<file path="config.mk">
export PLATFORM = sky130hd
export DESIGN_NAME = branch_predictor_bimodal
export DESIGN_NICKNAME = d
export VERILOG_FILES = /design/src/rtl/bp_pkg.sv /design/src/rtl/sat_counter2.sv /design/src/rtl/branch_predictor_bimodal.sv
export SDC_FILE = /design/constraint.sdc
export NUM_CORES = 1
export LEC_CHECK = 0
export ABC_AREA = 1
export CORE_MARGIN = 2
export CORE_UTILIZATION = 40
export CTS_CLUSTER_SIZE = 24
export DETAILED_ROUTE_END_ITERATION = 8
export PLACE_DENSITY = 0.58
export SLEW_MARGIN = 15
export SYNTH_ARGS = -nofsm -noshare
export SYNTH_HDL_FRONTEND = slang
export SYNTH_SLANG_ARGS = --single-unit
</file>
<file path="constraint.sdc">
create_clock -name clk -period 3.1 [get_ports clk]
set_input_delay 0.93 -clock clk [delete_from_list [all_inputs] [get_ports clk]]
set_output_delay 0.93 -clock clk [all_outputs]
set_load 0.05 [all_outputs]
</file>
<file path="src/rtl/bp_pkg.sv">
`default_nettype none
// ============================================================================
//  Module      : bp_pkg
//  Description : Shared definitions for the bimodal branch predictor:
//                2-bit counter encoding, default table size, the PC
//                don't-care value shared with the hazard FSM and the
//                saturating step function.
//  Revision    : 1.0 - initial release
// ============================================================================
package bp_pkg;

    // 2-bit counter encoding; bit 1 is the predicted direction
    localparam logic [1:0] SNT = 2'b00;   // strong not-taken
    localparam logic [1:0] WNT = 2'b01;   // weak not-taken
    localparam logic [1:0] WT  = 2'b10;   // weak taken
    localparam logic [1:0] ST  = 2'b11;   // strong taken

    // log2 of the default number of table entries
    localparam int DEF_INDEX_BITS = 6;

    // PC value driven by the hazard FSM when no branch is in ID
    localparam logic [31:0] PC_DONT_CARE = 32'h0000_0000;

    // One saturating step towards taken (up=1) or not-taken (up=0)
    function automatic logic [1:0] sat_step(input logic [1:0] cnt, input logic up);
        logic [1:0] res;
        res = cnt;
        if (up) begin
            if (cnt != ST) res = cnt + 2'd1;
        end else begin
            if (cnt != SNT) res = cnt - 2'd1;
        end
        return res;
    endfunction

endpackage
`default_nettype wire

</file>
<file path="src/rtl/sat_counter2.sv">
`default_nettype none
// ============================================================================
//  Module      : sat_counter2
//  Description : One 2-bit saturating counter cell with enable and
//                direction. Holds its value when not enabled.
//  Revision    : 1.0 - initial release
// ============================================================================
module sat_counter2
    import bp_pkg::*;
#(
    parameter logic [1:0] CNT_INIT = WNT
) (
    input  logic       clk,
    input  logic       reset_n,
    input  logic       en_i,
    input  logic       up_i,
    output logic [1:0] cnt_o
);

    logic [1:0] cnt_q;
    logic [1:0] cnt_d;

    // Next value: step in the requested direction only when enabled
    always_comb begin
        cnt_d = cnt_q;
        if (en_i) cnt_d = sat_step(cnt_q, up_i);
    end

    // Counter register, returns to the initial value on reset
    always_ff @(posedge clk or negedge reset_n) begin
        if (!reset_n) cnt_q <= CNT_INIT;
        else          cnt_q <= cnt_d;
    end

    assign cnt_o = cnt_q;

endmodule
`default_nettype wire

</file>
<file path="src/rtl/branch_predictor_bimodal.sv">
`default_nettype none
// ============================================================================
//  Module      : branch_predictor_bimodal
//  Description : Bimodal branch predictor. A table of 2-bit saturating
//                counters indexed by halfword-aligned PC bits gives a
//                zero-latency prediction for the branch in ID and trains
//                from the resolved outcome one cycle later. Saturating
//                branch / mispredict counters support performance debug.
//  Revision    : 1.0 - initial release
// ============================================================================
module branch_predictor_bimodal
    import bp_pkg::*;
#(
    parameter int         INDEX_BITS = DEF_INDEX_BITS,
    parameter logic [1:0] CNT_INIT   = WNT,
    parameter int         STAT_BITS  = 16
) (
    input  logic                 clk,
    input  logic                 reset_n,
    input  logic                 lookup_valid,
    input  logic [31:0]          lookup_pc,
    output logic                 predict_taken,
    input  logic                 update_valid,
    input  logic [31:0]          update_pc,
    input  logic                 update_taken,
    input  logic                 update_mispredict,
    output logic [STAT_BITS-1:0] stat_branches,
    output logic [STAT_BITS-1:0] stat_mispredicts
);

    localparam int ENTRIES = 1 << INDEX_BITS;

    localparam logic [0:0] S_IDLE = 1'b0;
    localparam logic [0:0] S_UPD  = 1'b1;

    // Bit 0 is dropped: compressed branches sit on 2-byte boundaries.
    // Bits above INDEX_BITS alias on purpose.
    logic [INDEX_BITS-1:0] lookup_idx;
    logic [INDEX_BITS-1:0] update_idx;
    assign lookup_idx = lookup_pc[INDEX_BITS:1];
    assign update_idx = update_pc[INDEX_BITS:1];

    // Prediction is don't-care when no branch is in ID, and the
    // remaining PC bits carry no index information.
    logic unused_ok;
    assign unused_ok = ^{lookup_valid, lookup_pc[31:INDEX_BITS+1], lookup_pc[0],
                         update_pc[31:INDEX_BITS+1], update_pc[0]};

    logic [1:0] cnt_tbl [ENTRIES];

    generate
        for (genvar gi = 0; gi < ENTRIES; gi++) begin : g_table
            localparam logic [INDEX_BITS-1:0] C_IDX = INDEX_BITS'(gi);
            logic wr_en;
            assign wr_en = update_valid && (update_idx == C_IDX);

            sat_counter2 #(
                .CNT_INIT (CNT_INIT)
            ) u_cnt (
                .clk     (clk),
                .reset_n (reset_n),
                .en_i    (wr_en),
                .up_i    (update_taken),
                .cnt_o   (cnt_tbl[gi])
            );
        end
    endgenerate

    // Read straight from registered state: a same-cycle update to the same
    // entry is not bypassed and shows up the following cycle.
    assign predict_taken = cnt_tbl[lookup_idx][1];

    // ------------------------------------------------------------------
    // Statistics
    // ------------------------------------------------------------------
    logic [STAT_BITS-1:0] stat_br_q, stat_br_d;
    logic [STAT_BITS-1:0] stat_mp_q, stat_mp_d;

    // Saturating increments; a mispredict flag without an update is ignored
    always_comb begin
        stat_br_d = stat_br_q;
        stat_mp_d = stat_mp_q;
        if (update_valid) begin
            if (stat_br_q != '1) stat_br_d = stat_br_q + STAT_BITS'(1);
            if (update_mispredict && (stat_mp_q != '1))
                stat_mp_d = stat_mp_q + STAT_BITS'(1);
        end
    end

    // Statistics registers
    always_ff @(posedge clk or negedge reset_n) begin
        if (!reset_n) begin
            stat_br_q <= '0;
            stat_mp_q <= '0;
        end else begin
            stat_br_q <= stat_br_d;
            stat_mp_q <= stat_mp_d;
        end
    end

    assign stat_branches    = stat_br_q;
    assign stat_mispredicts = stat_mp_q;

    // ------------------------------------------------------------------
    // Update-pipeline tracker (observation only; table writes ignore it)
    // ------------------------------------------------------------------
    logic [0:0] state_q, state_d;
    logic       upd_busy;

    // State register
    always_ff @(posedge clk or negedge reset_n) begin
        if (!reset_n) state_q <= S_IDLE;
        else          state_q <= state_d;
    end

    // Next state: back-to-back updates keep the tracker in UPD
    always_comb begin
        state_d = state_q;
        case (state_q)
            S_IDLE:  state_d = update_valid ? S_UPD : S_IDLE;
            S_UPD:   state_d = update_valid ? S_UPD : S_IDLE;
            default: state_d = S_IDLE;
        endcase
    end

    // Output decode
    always_comb begin
        upd_busy = (state_q == S_UPD);
    end

    a_upd_tracked: assert property (@(posedge clk) disable iff (!reset_n)
        update_valid |=> upd_busy);

endmodule
`default_nettype wire

</file>
Yosys cells after proc, flatten, opt, wreduce, memory -nomap -nowiden. Cells that the tools add are included.

Register bits: 160. Input bits: 70. Word-level logic and storage cells: 846.

Add/sub/neg operators: 130. Order comparisons: 1. Equal/unequal tests: 193. Muxes and demuxes: 195. Bitwise logic cells: 1. Reduce and logical (&&, ||, !) cells: 260.

Operators by type and width (number): 2-to-1 mux 2 bit (194); nonzero test 2 bit (128); equality test 6 bit, second input constant (32); AND reduction 3 bit (64); adder 2 x 1 -> 2 bit, second input constant (64); != test 2 x 1 -> 1 bit, second input constant (64); != test 2 bit, second input constant (64); subtractor 2 x 1 -> 2 bit, second input constant (64); equality test 6 x 5 -> 1 bit, second input constant (16); logical AND 1 bit (65); equality test 6 x 4 -> 1 bit, second input constant (8); adder 16 x 1 -> 16 bit, second input constant (2); != test 16 bit, second input constant (2); equality test 6 x 3 -> 1 bit, second input constant (4); binary-select mux 2 bit (select 6 bit) (1); equality test 6 x 2 -> 1 bit, second input constant (2); >= comparator 7 bit, second input constant (1); inverter 6 -> 7 bit (1); equality test 6 x 1 -> 1 bit, second input constant (1); logical NOT 6 bit (1); AND reduction 2 bit (2).

Longest topological paths before layout. Gate-level depths: netlist (run 1).

Word-level depth: 4. Depth in mapped cells: 11.

By module. From an unflattened synthesis (run 1), not the netlist that was laid out.

Cells, all modules: 1320. Area, all modules: 9591.7 um2.

By module, submodules not included: sat_counter2 (instances 64, cells each 13, area each 103.8 um2); branch_predictor_bimodal (instances 1, cells each 488, area each 2945.3 um2).

Worst setup path before layout (run 1). Ideal clock, no wire load.

Kind: input port to output port. From: in lookup_pc[1]. To: out predict_taken. Arrival: 2.118 ns. Required time: 2.170 ns. Path slack: 0.052 ns. Stages on the path: 10. Path through: buf_2 -> clkbuf_1 -> nand2_1 -> nand3_1 -> nand3_1 -> nand2_1 -> nand2_1 -> nand3_1 -> nand3_1 -> nand2_1.

Word-level cells in the longest chain between the ends: 4.

RTL lines: start, declared (RTL line branch_predictor_bimodal.sv:21) `input logic [31:0] lookup_pc,`; inverter 6 -> 7 bit (not written as such) (RTL line branch_predictor_bimodal.sv:71) `assign predict_taken = cnt_tbl[lookup_idx][1];`; binary-select mux 2 bit (select 6 bit) (RTL line branch_predictor_bimodal.sv:71); 2-to-1 mux 2 bit (not written as such) (2 in series) (RTL line branch_predictor_bimodal.sv:71); end, declared (RTL line branch_predictor_bimodal.sv:22) `output logic predict_taken,`.

Every way passes these cells. The select of a mux whose other input is x is not followed.

Worst setup path after layout (run 1).
From: in lookup_pc[3]. To: out predict_taken.

The elaborated chain is that of the path after synthesis.

==> results of run 1 <==
[cell usage after synthesis, types with 2 or more instances]
cell      instances
o21ai_1          20
nand2_2           2
buf_6             3
xor2_1           15
dfstp_2          64
nand2_1         299
dfrtp_1          96
xnor2_1           7
nor2_4            2
clkbuf_1         22
o21ai_0         231
nand3b_1          3
ha_1              2
inv_2             2
o31ai_1          31
nor2_1          101
buf_2             9
inv_1            80
buf_4             4
nor2_2            2
nand4_1           7
nor3_1           14
nand3_1          66
a21oi_1          61
[where the power goes]
part           total (mW)  switching, mW  leakage [nW]  internal, mW
Clock                2.33          0.865         0.313          1.47
Sequential           2.70          0.264          1.96          2.43
Combinational        1.45          0.939          1.98         0.507
[placed cells by master (no fill, tap or decap), types with 2 or more instances in the layout]
| cell type | count |
|---|---|
| a21oi_1 | 61 |
| buf_12 | 7 |
| buf_16 | 3 |
| buf_4 | 11 |
| buf_6 | 8 |
| bufinv_16 | 5 |
| clkbuf_1 | 2 |
| clkbuf_16 | 18 |
| clkbuf_8 | 2 |
| clkdlybuf4s50_1 | 42 |
| clkinv_2 | 4 |
| clkinvlp_4 | 2 |
| dfrtp_1 | 96 |
| dfstp_2 | 64 |
| ha_1 | 2 |
| inv_1 | 77 |
| inv_2 | 2 |
| nand2_1 | 289 |
| nand2_2 | 12 |
| nand3_1 | 39 |
| nand3_2 | 28 |
| nand3b_1 | 3 |
| nand4_1 | 7 |
| nor2_1 | 101 |
| nor2_2 | 2 |
| nor2_4 | 2 |
| nor3_1 | 14 |
| o21ai_0 | 231 |
| o21ai_1 | 20 |
| o31ai_1 | 31 |
| xnor2_1 | 7 |
| xor2_1 | 15 |
[layout make-up]
type                            instances  area (sq um)
Fill cell                            1991         10650
Multi-Input combinational cell        867          4239
Sequential cell                       160          4084
Timing Repair Buffer                   75         867.1
Clock buffer                           21         460.4
Tap cell                              275         344.1
Inverter                               82         322.8
Clock inverter                         11         185.2
[worst max-delay path: stages]
cell and delay, ps:
dlygate4sd2_1 280, inv_1 110, buf_12 140, nand3_1 80, nand2_1 100, nand2_1 60, nand3_1 80, nand3_1 90
nand2_2 110, buf_12 140
[registers in the layout, indices dropped and copies added, names as in the netlist]
| register | count |
|---|---|
| g_table.u_cnt.cnt_o | 128 |
| stat_branches | 16 |
| stat_mispredicts | 16 |
[metal layers]
layer	wire length (um)	up-vias	track usage [%]
li1	-	3967	-
met1	10830	3640	29.10
met2	10200	120	30.89
met3	835	14	3.946
met4	176	0	4.579
met5	0	-	0
[cells by family after synthesis]
logic type	count (synthesis)
adder cells (fa/ha/maj)	2
AO/OA/AOI/OAI	343
buffers and inverters	120
flip-flops	160
AND/OR/NAND/NOR	500
XOR/XNOR	22
[what timing repair did]
| action | in CTS | in global routing |
|---|---|---|
| gates cloned | 4 | 1 |
| hold buffers | 0 | 0 |
| setup buffers | 2 | 0 |
| resized for setup | 24 | 48 |
| pin swaps | 6 | 15 |
| endpoints found under the setup margin | 1 | 1 |
[worst paths after layout]
path,from,endpoint,slack (ps),cells past startpoint
worst max-delay path,lookup_pc[3],predict_taken,60,10
worst min-delay path,g_table[17].u_cnt.cnt_o[0]$_DFFE_PN1P_,g_table[17].u_cnt.cnt_o[0]$_DFFE_PN1P_,490,2
worst max register to register,stat_branches[0]$_DFFE_PN0P_,stat_branches[12]$_DFFE_PN0P_,1140,10
worst min register to register,g_table[17].u_cnt.cnt_o[0]$_DFFE_PN1P_,g_table[17].u_cnt.cnt_o[0]$_DFFE_PN1P_,490,2
max in group asynchronous,reset_n,g_table[62].u_cnt.cnt_o[0]$_DFFE_PN1P_,1830,2
min in group asynchronous,reset_n,stat_mispredicts[8]$_DFFE_PN0P_,500,1
==> metrics.yaml, run 1 <==
path_class: "in2out"
synth.largest_area_cell: "dfrtp_1"
gp_congestion: 0.7974
drt-vias-per-instance: 5.192
portBuffers: 49
synth_edf_count: 0
hold_path_class: "reg2reg"
finalClockSkew_ps: 4.457
die_area_sq_mm: 0.02285
ctsLongestPathBuffers: 2
synth.distinct_cells: 28
grt_pass1_wl_um: 35560
drt_iter0_markers: 600
cp_max_fo: 8
synthMuxAreaShare_pct: 0
diodes: 0
cp.required_ps: 2170
syn_to_final_growth_pct: 21.25
powerDensity_mw_per_mm2: 616.4
tightest_slew_ps: 645.7
finalCritPeriodShare_pct: 98.21
numCtsBuffers: 17
drive_gt1_share_pct: 14.39
ant_nets: 0
grt_pass1_vias: 6882
setup_viol: 0
place_worst_setup_slack_ps: -475.8
die_w_um: 151.2
wirelength_um: 22040
placed_area_sq_mm: 0.009547
pin_count: 103
gr-usage-all-layers_pct: 20.00
start_kind: "input pin"
dp_hpwl_um: 14010
final_cells: 1491
drc: 0
final_cell_area_sq_mm: 0.01050
critPathArrivalTime_ps: 2110
wl_per_cell_um: 14.78
synth.avg_cell_area_sq_um: 7.552
synth_fp_nets: 1219
core_area_sq_mm: 0.02115
ys.flop_type: "dfrtp_1"
yosys.area.top_type_share_pct: 27.73
ys_seq_area_share_pct: 47.15
syn_area_sq_mm: 0.008662
clkLatencyLatePin_ps: 420
syn_inst: 1147
outcome: "complete, no violations"
fin_nets: 1275
root_buffer: "clkbuf_16"
timing.final.crit_period_ps: 3044
grt_antenna_before_repair: 0
ys_top_cells_by_area: "dfrtp_1 (28%), dfstp_2 (19%), o21ai_0 (13%)"
cts_sinks: 160
start_util_pct: 40.95
relSlewSlack_pct: 56.95
synth_xor_area_share_pct: 2.224
fmax_mhz: 328.5
power_leakage_nw: 4.254
endpoint_kind: "output pin"
layout_setup_ws_ps: 55.55
grt_max_degree: 100
synth-seq-cells: 160
clk_pin_slew_ps: 60
fp.dieH_um: 151.2
cts_tree: "yes"
maxCapViolations: 0
whs_ps: 490.9
total_power_mw: 6.474
dp_cells: 1454
synth_top_family_by_area: "simple AND/OR/NAND/NOR gates"
final_util_pct: 49.65
h-tree-depth: 4
synth-adder-area-share_pct: 0.2889
synth_compound_area_share_pct: 20.71
setup_tns_ps: 0
yosysWarnings: 0
peakVddDrop_mv: 0.3649
async_flop_share_pct: 100.0
synthSimpleGateAreaFrac_pct: 23.86
hold_violations: 0
vias: 7741
final-max-slew-violation-count: 0
grt_overflow: 0
rows: 53
firstDrtPassIters: 5
(Power assumes the default switching activity.)
==> run 2: changes to the inputs <==
CORE_UTILIZATION = 50   (was 40)
PLACE_DENSITY = 0.71   (was 0.58)
==> run 2 against run 1 <==
- cell count down 3.6%
- sequential cell count stayed put
- count of clock-buffer cells in the layout grew 9
- die area shrank 19%
==> metrics.yaml, run 2 (synthesis gave the netlist of run 1 again) <==
outcome: "complete, no violations"
final_util_pct: 59.59
seqPwrFrac_pct: 44.8
path_class: "in2out"
multi_input_area_sq_mm: 0.004159
crit_family: "simple AND/OR/NAND/NOR gates"
cts_tree: "yes"
hold_path_class: "in2async"
whs_ps: 463.2
clkLatencyLatePin_ps: 420
seq_area_sq_mm: 0.004084
endpoint_kind: "output pin"
fin_nets: 1272
sw_frac_of_total_pct: 33.37
setup_viol: 0
finalClockSkew_ps: 6.983
crit_chain: "buf_8, clkinv_8, clkbuf_16, nand2_1, nand3_1, nand3_1, nand2_1, nand2_1, nand3_1, nand3_2, nand2_2, buf_12"
drive_gt1_share_pct: 11.79
p_int_mw: 4.023
pwr-share-clk_pct: 31.5
tightest_slew_ps: 608.2
critPathArrivalTime_ps: 2070
hold_violations: 0
timing.final.crit_period_ps: 3004
firstDrtPassIters: 5
slowest_stage: "clkbuf_16"
pin_count: 103
syn_to_final_growth_pct: 17.75
largest_reg_flops: 128
clk_pin_slew_ps: 60
wl_per_cell_um: 15.03
dp_hpwl_um: 13890
post_cts_buffers: 0
fmax_mhz: 332.9
final_common_cell: "nand2_1"
core_area_sq_mm: 0.01712
maxCapViolations: 0
slowest_delay_ps: 170
grt_overflow: 0
grt_pass1_wl_um: 35270
fp.dieH_um: 135.6
die_w_um: 135.6
ant_nets: 0
drt-vias-per-instance: 5.507
switchingPower_mw: 2.015
numCtsBuffers: 17
diodes: 0
vias: 7919
grt_max_degree: 82
portBuffers: 49
die_area_sq_mm: 0.01839
rsz0062_at_grt: "no"
h-tree-depth: 4
root_buffer: "clkbuf_16"
gp_congestion: 0.8358
relSlewSlack_pct: 59.46
grt_antenna_before_repair: 0
wirelength_um: 21620
final_cell_mix: "nand2_1 (298), o21ai_0 (231), nor2_1 (101), dfrtp_1 (96), inv_1 (76)"
drc: 0
gr-usage-all-layers_pct: 24.08
powerDensity_mw_per_mm2: 592.1
cts_sinks: 160
peakVddDrop_mv: 0.5916
final-max-slew-violation-count: 0
cp.buffers_inverters: 4
start_util_pct: 50.61
drt_iter0_markers: 642
ctsLongestPathBuffers: 2
reg2reg_setup_slack_ps: 1110
power_leakage_nw: 4.136
power_frac_comb_pct: 23.8
grt_pass1_vias: 7126
cp.required_ps: 2170
fillers: 1540
finalCritPeriodShare_pct: 96.90
start_kind: "input pin"
cp_max_fo: 6
rows: 48
run 2: cell types whose count changed in the layout (fill, tap and decap cells not counted), moves of 8 or more:
| cell | change |
|---|---|
| clkbuf_1 | +8 |
| nand3_2 | -14 |
| nand2_1 | +9 |
| nand3_1 | +13 |
| nand2_2 | -9 |
run 2: final timing paths:
path	cells past startpoint	to	from
min in group clk	2	g_table[57].u_cnt.cnt_o[0]$_DFFE_PN1P_	g_table[57].u_cnt.cnt_o[0]$_DFFE_PN1P_
hold reg to reg	2	g_table[57].u_cnt.cnt_o[0]$_DFFE_PN1P_	g_table[57].u_cnt.cnt_o[0]$_DFFE_PN1P_
max in group asynchronous	2	g_table[31].u_cnt.cnt_o[0]$_DFFE_PN1P_	reset_n
setup / recovery	12	predict_taken	lookup_pc[1]
hold / removal	1	stat_mispredicts[7]$_DFFE_PN0P_	reset_n
setup reg to reg	10	stat_branches[12]$_DFFE_PN0P_	stat_branches[0]$_DFFE_PN0P_
run 2: worst reg2reg max path: stages (launching register included):
cell and delay, ps:
dfrtp_1 460, ha_1 230, nand3_2 140, nor2_4 150
nand2_1 100, nor2_2 130, nand2_1 80, nand2_2 200
inv_2 170, nand2_1 100, xor2_1 150
run 2: repair_timing:
action,in CTS,in global routing
hold endpoints to repair,0,0
gates resized for setup,31,11
gates cloned,2,3
pin swaps,0,1
hold buffers,0,0
setup endpoints to repair,1,1
run 2: layout make-up:
cell class / instances / share of cell area [%]
multi-input combinational: 867 / 40.78
sequential: 160 / 40.04
timing repair buffer: 72 / 8.194
clock buffer: 30 / 4.944
inverter: 82 / 3.165
tap: 225 / 2.760
clock inverter: 2 / 0.1227
run 2: metrics by stage:
stage	TNS, ps	setup WS [ps]	instances	power (mW)	instance area, sq um
final	0	96.07	1438	6.039	10200
after floorplan	0	52.43	1147	3.640	8662
after detailed placement	-445.6	-445.6	1401	4.134	9462
after global placement	-448.6	-448.6	1401	4.088	9462
after CTS	0	23.43	1435	6.059	10110
after global routing	0	1.835	1438	6.347	10200
run 2: layer usage:
layer / wire [um] / share of wire, % / GRT usage, % / vias up
met2: 10110 / 47 / 37.51 / 159
met4: 283 / 1.3 / 6.134 / 0
met5: 0 / 0 / 0 / -
met1: 10290 / 48 / 34.29 / 3786
li1: - / - / - / 3951
met3: 942 / 4.4 / 5.200 / 23
run 2: power groups by stage:
stage          combinational, mW  sequential [mW]  clock, mW
6_report                    1.44             2.70       1.90
3_3_place_gp                1.37             2.72          0
2_1_floorplan              0.617             3.02          0
5_1_grt                     1.58             2.76       2.01
3_5_place_dp                1.41             2.73          0
4_1_cts                     1.43             2.70       1.93
